## config.mk

```make
export PLATFORM = sky130hd
export DESIGN_NAME = seq_pattern_tx_flat
export DESIGN_NICKNAME = d
export VERILOG_FILES = /design/src/rtl/seq_pattern_tx_if.sv /design/src/rtl/seq_pattern_tx.sv /design/src/flat_wrapper.sv
export SDC_FILE = /design/constraint.sdc
export NUM_CORES = 1
export LEC_CHECK = 0
export CAP_MARGIN = 10
export CORE_AREA = 2 2 72 74
export CTS_CLUSTER_DIAMETER = 150
export DETAILED_ROUTE_END_ITERATION = 12
export DIE_AREA = 0 0 74 76
export GPL_TIMING_DRIVEN = 0
export PLACE_DENSITY_LB_ADDON = 0.15
export SLEW_MARGIN = 20
export SYNTH_ARGS = -nofsm -noshare
export SYNTH_HDL_FRONTEND = slang
export SYNTH_SLANG_ARGS = --single-unit
```

## constraint.sdc

```tcl
create_clock -name clk -period 6.1 [get_ports clk]
set_input_delay 0.915 -clock clk [delete_from_list [all_inputs] [get_ports clk]]
set_output_delay 0.915 -clock clk [all_outputs]
set_load 0.05 [all_outputs]
```

## src/rtl/seq_pattern_tx_if.sv

```systemverilog
// seq_pattern_tx_if
//   Request and serial-stream bundle for seq_pattern_tx.
//   master : the requesting side. It drives start, pattern, len and repeat_n.
//   slave  : the transmitter. It drives dout, dout_valid, ready, frame_done, done and err.
// Signals
//   start      request. It is taken only on an edge where ready=1.
//   pattern    bits to send. pattern[len-1] goes out first.
//   len        frame length in bits (1..MAX_LEN).
//   repeat_n   the number of frames sent is repeat_n+1.
//   dout       serial data. It is 0 whenever dout_valid=0.
//   dout_valid dout carries a frame bit in this cycle.
//   ready      the transmitter is idle and will take a start.
//   frame_done pulse on the last bit of each frame.
//   done       pulse in the cycle after the last bit of the last frame.
//   err        pulse when a start is rejected because len is illegal.
interface seq_pattern_tx_if #(
    parameter int unsigned MAX_LEN = 8,
    parameter int unsigned LEN_W   = 4,
    parameter int unsigned CNT_W   = 4
);
    logic               start;
    logic [MAX_LEN-1:0] pattern;
    logic [LEN_W-1:0]   len;
    logic [CNT_W-1:0]   repeat_n;
    logic               dout;
    logic               dout_valid;
    logic               ready;
    logic               frame_done;
    logic               done;
    logic               err;

    modport master (
        output start, pattern, len, repeat_n,
        input  dout, dout_valid, ready, frame_done, done, err
    );

    modport slave (
        input  start, pattern, len, repeat_n,
        output dout, dout_valid, ready, frame_done, done, err
    );
endinterface

```

## src/rtl/seq_pattern_tx.sv

```systemverilog
// seq_pattern_tx
//   Serial bit-pattern transmitter. It shifts a captured pattern out MSB-first onto a
//   1-bit line. The frame can repeat repeat_n+1 times, with GAP_CYCLES idle cycles
//   between frames. It drives the din stream of the seq_fsm sequence detector.
// Ports
//   clk    rising-edge clock
//   reset  synchronous, active-high reset
//   bus    seq_pattern_tx_if.slave. It carries start/pattern/len/repeat_n in and
//          dout/dout_valid/ready/frame_done/done/err out. All outputs are registered.
// Configuration
//   SEQ_TX_PARITY_EN : when this macro is defined, each frame gets one extra even-parity
//                      bit after pattern[0], and frame_done moves to that bit.
module seq_pattern_tx #(
    parameter int unsigned MAX_LEN    = 8,
    parameter int unsigned LEN_W      = 4,
    parameter int unsigned CNT_W      = 4,
    parameter int unsigned GAP_CYCLES = 1
) (
    input  logic           clk,
    input  logic           reset,
    seq_pattern_tx_if.slave bus
);

    localparam int unsigned GAP_W = (GAP_CYCLES > 1) ? $clog2(GAP_CYCLES) : 1;
    localparam logic [GAP_W-1:0] GAP_LOAD = GAP_W'((GAP_CYCLES > 0) ? GAP_CYCLES - 1 : 0);
    localparam logic [LEN_W:0]   MAX_LEN_EXT = (LEN_W + 1)'(MAX_LEN);

    localparam logic [2:0] ST_IDLE   = 3'd0;
    localparam logic [2:0] ST_SHIFT  = 3'd1;
    localparam logic [2:0] ST_GAP    = 3'd2;
    localparam logic [2:0] ST_DONE   = 3'd3;
`ifdef SEQ_TX_PARITY_EN
    localparam logic [2:0] ST_PARITY = 3'd4;
`endif

    logic [2:0]         state_q, state_d;
    logic [MAX_LEN-1:0] pat_q, pat_d;
    logic [LEN_W-1:0]   len_q, len_d;
    logic [LEN_W-1:0]   bit_q, bit_d;      // index of the next pattern bit to send
    logic [CNT_W-1:0]   frm_q, frm_d;      // frames left after the current one
    logic [GAP_W-1:0]   gap_q, gap_d;
    logic               dout_q, dout_d;
    logic               valid_q, valid_d;
    logic               ready_q, ready_d;
    logic               fdone_q, fdone_d;
    logic               done_q, done_d;
    logic               err_q, err_d;
`ifdef SEQ_TX_PARITY_EN
    logic               par_q, par_d;      // running XOR of the bits sent in this frame
`endif

    logic [MAX_LEN-1:0] shifted;
    logic               len_ok;
    logic               frame_end;

    always_comb begin
        state_d   = state_q;
        pat_d     = pat_q;
        len_d     = len_q;
        bit_d     = bit_q;
        frm_d     = frm_q;
        gap_d     = gap_q;
        dout_d    = 1'b0;
        valid_d   = 1'b0;
        ready_d   = 1'b0;
        fdone_d   = 1'b0;
        done_d    = 1'b0;
        err_d     = 1'b0;
        frame_end = 1'b0;
`ifdef SEQ_TX_PARITY_EN
        par_d     = par_q;
`endif
        shifted = pat_q >> bit_q;
        len_ok  = (bus.len != '0) && ({1'b0, bus.len} <= MAX_LEN_EXT);

        case (state_q)
            ST_IDLE: begin
                ready_d = 1'b1;
                // ready_q is 0 in the cycle after done, so a start there is ignored.
                if (ready_q && bus.start) begin
                    if (len_ok) begin
                        pat_d   = bus.pattern;
                        len_d   = bus.len;
                        frm_d   = bus.repeat_n;
                        bit_d   = bus.len - LEN_W'(1);
                        state_d = ST_SHIFT;
                        ready_d = 1'b0;
`ifdef SEQ_TX_PARITY_EN
                        par_d   = 1'b0;
`endif
                    end else begin
                        err_d = 1'b1;
                    end
                end
            end
            ST_SHIFT: begin
                dout_d  = shifted[0];
                valid_d = 1'b1;
`ifdef SEQ_TX_PARITY_EN
                par_d   = par_q ^ shifted[0];
`endif
                if (bit_q == '0) begin
`ifdef SEQ_TX_PARITY_EN
                    state_d = ST_PARITY;
`else
                    fdone_d   = 1'b1;
                    frame_end = 1'b1;
`endif
                end else begin
                    bit_d = bit_q - LEN_W'(1);
                end
            end
`ifdef SEQ_TX_PARITY_EN
            ST_PARITY: begin
                dout_d    = par_q;
                valid_d   = 1'b1;
                fdone_d   = 1'b1;
                frame_end = 1'b1;
            end
`endif
            ST_GAP: begin
                if (gap_q == '0) begin
                    state_d = ST_SHIFT;
                end else begin
                    gap_d = gap_q - GAP_W'(1);
                end
            end
            ST_DONE: begin
                done_d  = 1'b1;
                state_d = ST_IDLE;
            end
            default: state_d = ST_IDLE;
        endcase

        // The last bit of a frame has gone out: re-arm for the next frame or finish.
        if (frame_end) begin
            bit_d = len_q - LEN_W'(1);
`ifdef SEQ_TX_PARITY_EN
            par_d = 1'b0;
`endif
            if (frm_q != '0) begin
                frm_d = frm_q - CNT_W'(1);
                if (GAP_CYCLES > 0) begin
                    state_d = ST_GAP;
                    gap_d   = GAP_LOAD;
                end else begin
                    state_d = ST_SHIFT;
                end
            end else begin
                state_d = ST_DONE;
            end
        end
    end

    always_ff @(posedge clk) begin
        if (reset) begin
            state_q <= ST_IDLE;
            pat_q   <= '0;
            len_q   <= '0;
            bit_q   <= '0;
            frm_q   <= '0;
            gap_q   <= '0;
            dout_q  <= 1'b0;
            valid_q <= 1'b0;
            ready_q <= 1'b1;
            fdone_q <= 1'b0;
            done_q  <= 1'b0;
            err_q   <= 1'b0;
`ifdef SEQ_TX_PARITY_EN
            par_q   <= 1'b0;
`endif
        end else begin
            state_q <= state_d;
            pat_q   <= pat_d;
            len_q   <= len_d;
            bit_q   <= bit_d;
            frm_q   <= frm_d;
            gap_q   <= gap_d;
            dout_q  <= dout_d;
            valid_q <= valid_d;
            ready_q <= ready_d;
            fdone_q <= fdone_d;
            done_q  <= done_d;
            err_q   <= err_d;
`ifdef SEQ_TX_PARITY_EN
            par_q   <= par_d;
`endif
        end
    end

    assign bus.dout       = dout_q;
    assign bus.dout_valid = valid_q;
    assign bus.ready      = ready_q;
    assign bus.frame_done = fdone_q;
    assign bus.done       = done_q;
    assign bus.err        = err_q;

endmodule

```

## src/flat_wrapper.sv

```systemverilog
// flat-port wrapper written by rule: the top's interface ports become plain ports
module seq_pattern_tx_flat 
#(
    parameter int unsigned MAX_LEN    = 8,
    parameter int unsigned LEN_W      = 4,
    parameter int unsigned CNT_W      = 4,
    parameter int unsigned GAP_CYCLES = 1
)
  (clk, reset, bus_start, bus_pattern, bus_len, bus_repeat_n, bus_dout, bus_dout_valid, bus_ready, bus_frame_done, bus_done, bus_err);
  seq_pattern_tx_if #(.MAX_LEN(MAX_LEN), .LEN_W(LEN_W), .CNT_W(CNT_W)) bus_i ();
  input  logic clk;
  input  logic reset;
  input wire logic [$bits(bus_i.start)-1:0] bus_start;
  input wire logic [$bits(bus_i.pattern)-1:0] bus_pattern;
  input wire logic [$bits(bus_i.len)-1:0] bus_len;
  input wire logic [$bits(bus_i.repeat_n)-1:0] bus_repeat_n;
  output wire logic [$bits(bus_i.dout)-1:0] bus_dout;
  output wire logic [$bits(bus_i.dout_valid)-1:0] bus_dout_valid;
  output wire logic [$bits(bus_i.ready)-1:0] bus_ready;
  output wire logic [$bits(bus_i.frame_done)-1:0] bus_frame_done;
  output wire logic [$bits(bus_i.done)-1:0] bus_done;
  output wire logic [$bits(bus_i.err)-1:0] bus_err;
  assign bus_i.start = bus_start;
  assign bus_i.pattern = bus_pattern;
  assign bus_i.len = bus_len;
  assign bus_i.repeat_n = bus_repeat_n;
  assign bus_dout = bus_i.dout;
  assign bus_dout_valid = bus_i.dout_valid;
  assign bus_ready = bus_i.ready;
  assign bus_frame_done = bus_i.frame_done;
  assign bus_done = bus_i.done;
  assign bus_err = bus_i.err;
  seq_pattern_tx #(.MAX_LEN(MAX_LEN), .LEN_W(LEN_W), .CNT_W(CNT_W), .GAP_CYCLES(GAP_CYCLES)) u_core (.clk(clk), .reset(reset), .bus(bus_i));
endmodule
```

==> impl_metrics.json <==
{
  "dieWidth_um": 74,
  "fin_skew_ns": 0.00600,
  "cts.sinks": 29,
  "cp-end-kind": "flip-flop",
  "cts_made_buffers": 5,
  "dr.pass1.iters": 5,
  "ys_types": 40,
  "pwr_density_cell_nw_per_um2": 293,
  "synth_async_sr_flop_share_pct": 0,
  "fin_nets": 198,
  "required_ns": 6.24,
  "top_usage_layer": "met2",
  "drtAntennaViolNets": 0,
  "yosys.area_share.adder_pct": 1.80,
  "num_vias": 1188,
  "initial_utilization_pct": 28.3,
  "cp.arrival_ns": 3.15,
  "initialDrtViolationCount": 61,
  "dp_cells": 240,
  "rsz0062_at_grt": "false",
  "cts_buffer_depth": 2,
  "synth_edf_count": 0,
  "synth.cell_area_sq_um": 1390,
  "viasPerCell": 4.81,
  "cts_tree": "done",
  "synth_compound_area_share_pct": 13.2,
  "track_usage_pct": 11.8,
  "status": "complete, no violations",
  "setup_viol": 0,
  "synth_cells": 146,
  "fill_cells": 500,
  "final_util_pct": 36.7,
  "period_minus_slack_ns": 3.01,
  "fmax_mhz": 332,
  "peakVddDrop_mv": 0.110,
  "insertedDiodeCount": 0,
  "fp.coreArea_sq_um": 4910,
  "overflow": 0,
  "gp_congestion": 0.779,
  "fin_ws_ns": 3.09,
  "fin_crit_sh_pct": 49.4,
  "wl_per_cell_um": 12.4,
  "drcViolationCount": 0,
  "postCtsHoldBufs": 0,
  "yosys.area_share.xor_xnor_pct": 0.631,
  "hold_violations": 0,
  "area_delta_synth_final_pct": 29.8,
  "fp.dieH_um": 76,
  "ys_seq_area_share_pct": 41.8,
  "io_pins": 25,
  "io_buffer_count": 24,
  "root_buffer": "clkbuf_8",
  "synth-seq-cells": 29,
  "rows": 26,
  "synth_top_family_by_area": "simple AND/OR/NAND/NOR gates",
  "synth.mux.area_fraction_pct": 17.6,
  "maxCapViolCount": 0,
  "p_leak_uw": 0.000749,
  "met2_usage_pct": 18.3,
  "met1_usage_pct": 14.9,
  "tightest_slew_ns": 0.552,
  "grt_pass1_wl_um": 5090,
  "cp-start-kind": "input pin",
  "pre_cts_slack_ns": 2.79,
  "synth-simple-area-share_pct": 21.1,
  "hold_class": "reg2reg",
  "grt_max_degree": 11,
  "htree_levels": 2,
  "slew_viol_final": 0,
  "drive_gt1_share_pct": 7.34,
  "routed_wl_um": 3060,
  "insertion_delay_ns": 0.27,
  "path_class": "in2reg",
  "avgSynthCellArea_sq_um": 9.51,
  "setup-tns-final_ns": 0,
  "antenna_found_initial": 0,
  "fin_cells": 247,
  "hold_ws_ns": 0.481,
  "postCtsSetupBuffers": 0,
  "yosys_warnings": 0,
  "worstPathMaxFanout": 10,
  "grt_pass1_vias": 1120,
  "grt_use_met3_pct": 4.37,
  "slew_headroom_pct": 63.0,
  "hpwl_um": 2210,
  "synth_fp_nets": 167,
  "dieArea_sq_um": 5620,
  "cts_resized": 0,
  "clk_pin_slew_ns": 0.06,
  "synth_ff_type": "dfxtp_1"
}
[flip-flops by register name, indices dropped and copies added (netlist names)]
register,cells
u_core.state_q,2
u_core.pat_q,8
u_core.bus.ready,1
u_core.bus.done,1
u_core.frm_q,4
u_core.bus.frame_done,1
u_core.len_q,4
u_core.bus.dout,1
u_core.gap_q,1
u_core.bus.err,1
u_core.bit_q,4
u_core.bus.dout_valid,1
[layout by cell type (no fill, tap or decap), drive strengths merged, types with 3 or more instances in the layout]
cell type       n
a21oi           9
buf             3
clkbuf         12
clkdlybuf4s50  24
dfxtp          29
inv             4
mux2i          18
nand2           5
nand3           3
nor2           18
nor3            7
nor4            3
o31ai           3
[per-layer routing]
layer  vias up  wire [um]
met5         -          0
met4         0         44
met3         5        129
met2        26       1470
met1       563       1410
li1        594          -
[power by group]
part | total, uW | switching (uW) | internal [uW]
combinational | 147 | 77.2 | 69.8
clock | 155 | 65.3 | 89.2
sequential | 227 | 17.8 | 209
[cell type report]
type | instances | area (sq um) | area share [%]
Inverter | 4 | 15.0 | 0.833
Clock buffer | 7 | 86.3 | 4.79
Timing Repair Buffer | 24 | 240 | 13.3
Multi-Input combinational cell | 105 | 753 | 41.8
Sequential cell | 29 | 581 | 32.2
Tap cell | 70 | 87.6 | 4.86
Buffer | 8 | 40.0 | 2.22
[worst max-delay path, stage by stage]
cell	delay, ns
clkdlybuf4s50_1	0.52
or4_1	0.60
nand3_1	0.42
buf_2	0.40
mux2i_1	0.23
nor2_1	0.05
[cell usage after synthesis, types with 2 or more instances]
master    count  area (sq um)
nor3b_1       2          15.0
nand3_1       3          15.0
nand3b_1      2          15.0
nor2_1       18          67.6
nor3_1        7          35.0
a221oi_1      2          17.5
or2_2         2          12.5
o31ai_1       3          22.5
nand2_1       5          18.8
clkbuf_1      5          18.8
buf_2         2          10.0
dfxtp_1      29           581
nor2b_1       2          12.5
and3_1        2          12.5
mux4_1        2          52.6
inv_1         4          15.0
mux2i_1      18           180
nor4_1        3          18.8
a21oi_1       9          45.0
and2_1        2          12.5
ha_1          2          25.0
a21o_1        2          15.0
or4_1         2          15.0
a211oi_1      2          15.0
[worst paths after layout]
kind              depth (start not counted)  slack (ns)              end               from
hold / removal                            2        0.48     u_core.gap_q       u_core.gap_q
hold reg to reg                           2        0.48     u_core.gap_q       u_core.gap_q
setup reg to reg                          7        4.02  u_core.bit_q[1]  u_core.state_q[1]
setup / recovery                          6        3.09  u_core.pat_q[7]         bus_len[1]
[metrics by stage]
| step | instance area (sq um) | total power [uW] |
|---|---|---|
| global placement | 1720 | 376 |
| global route | 1800 | 563 |
| finish | 1800 | 528 |
| detailed placement | 1720 | 377 |
| floorplan | 1390 | 334 |
| CTS | 1800 | 537 |
[cell families after synthesis]
family          after synthesis
fa+ha+maj                     2
flops                        29
buf+inv                      12
simple gates                 55
xor+xnor                      1
compound gates               26
mux                          21
Note: power is estimated with default switching activity, not from simulation.
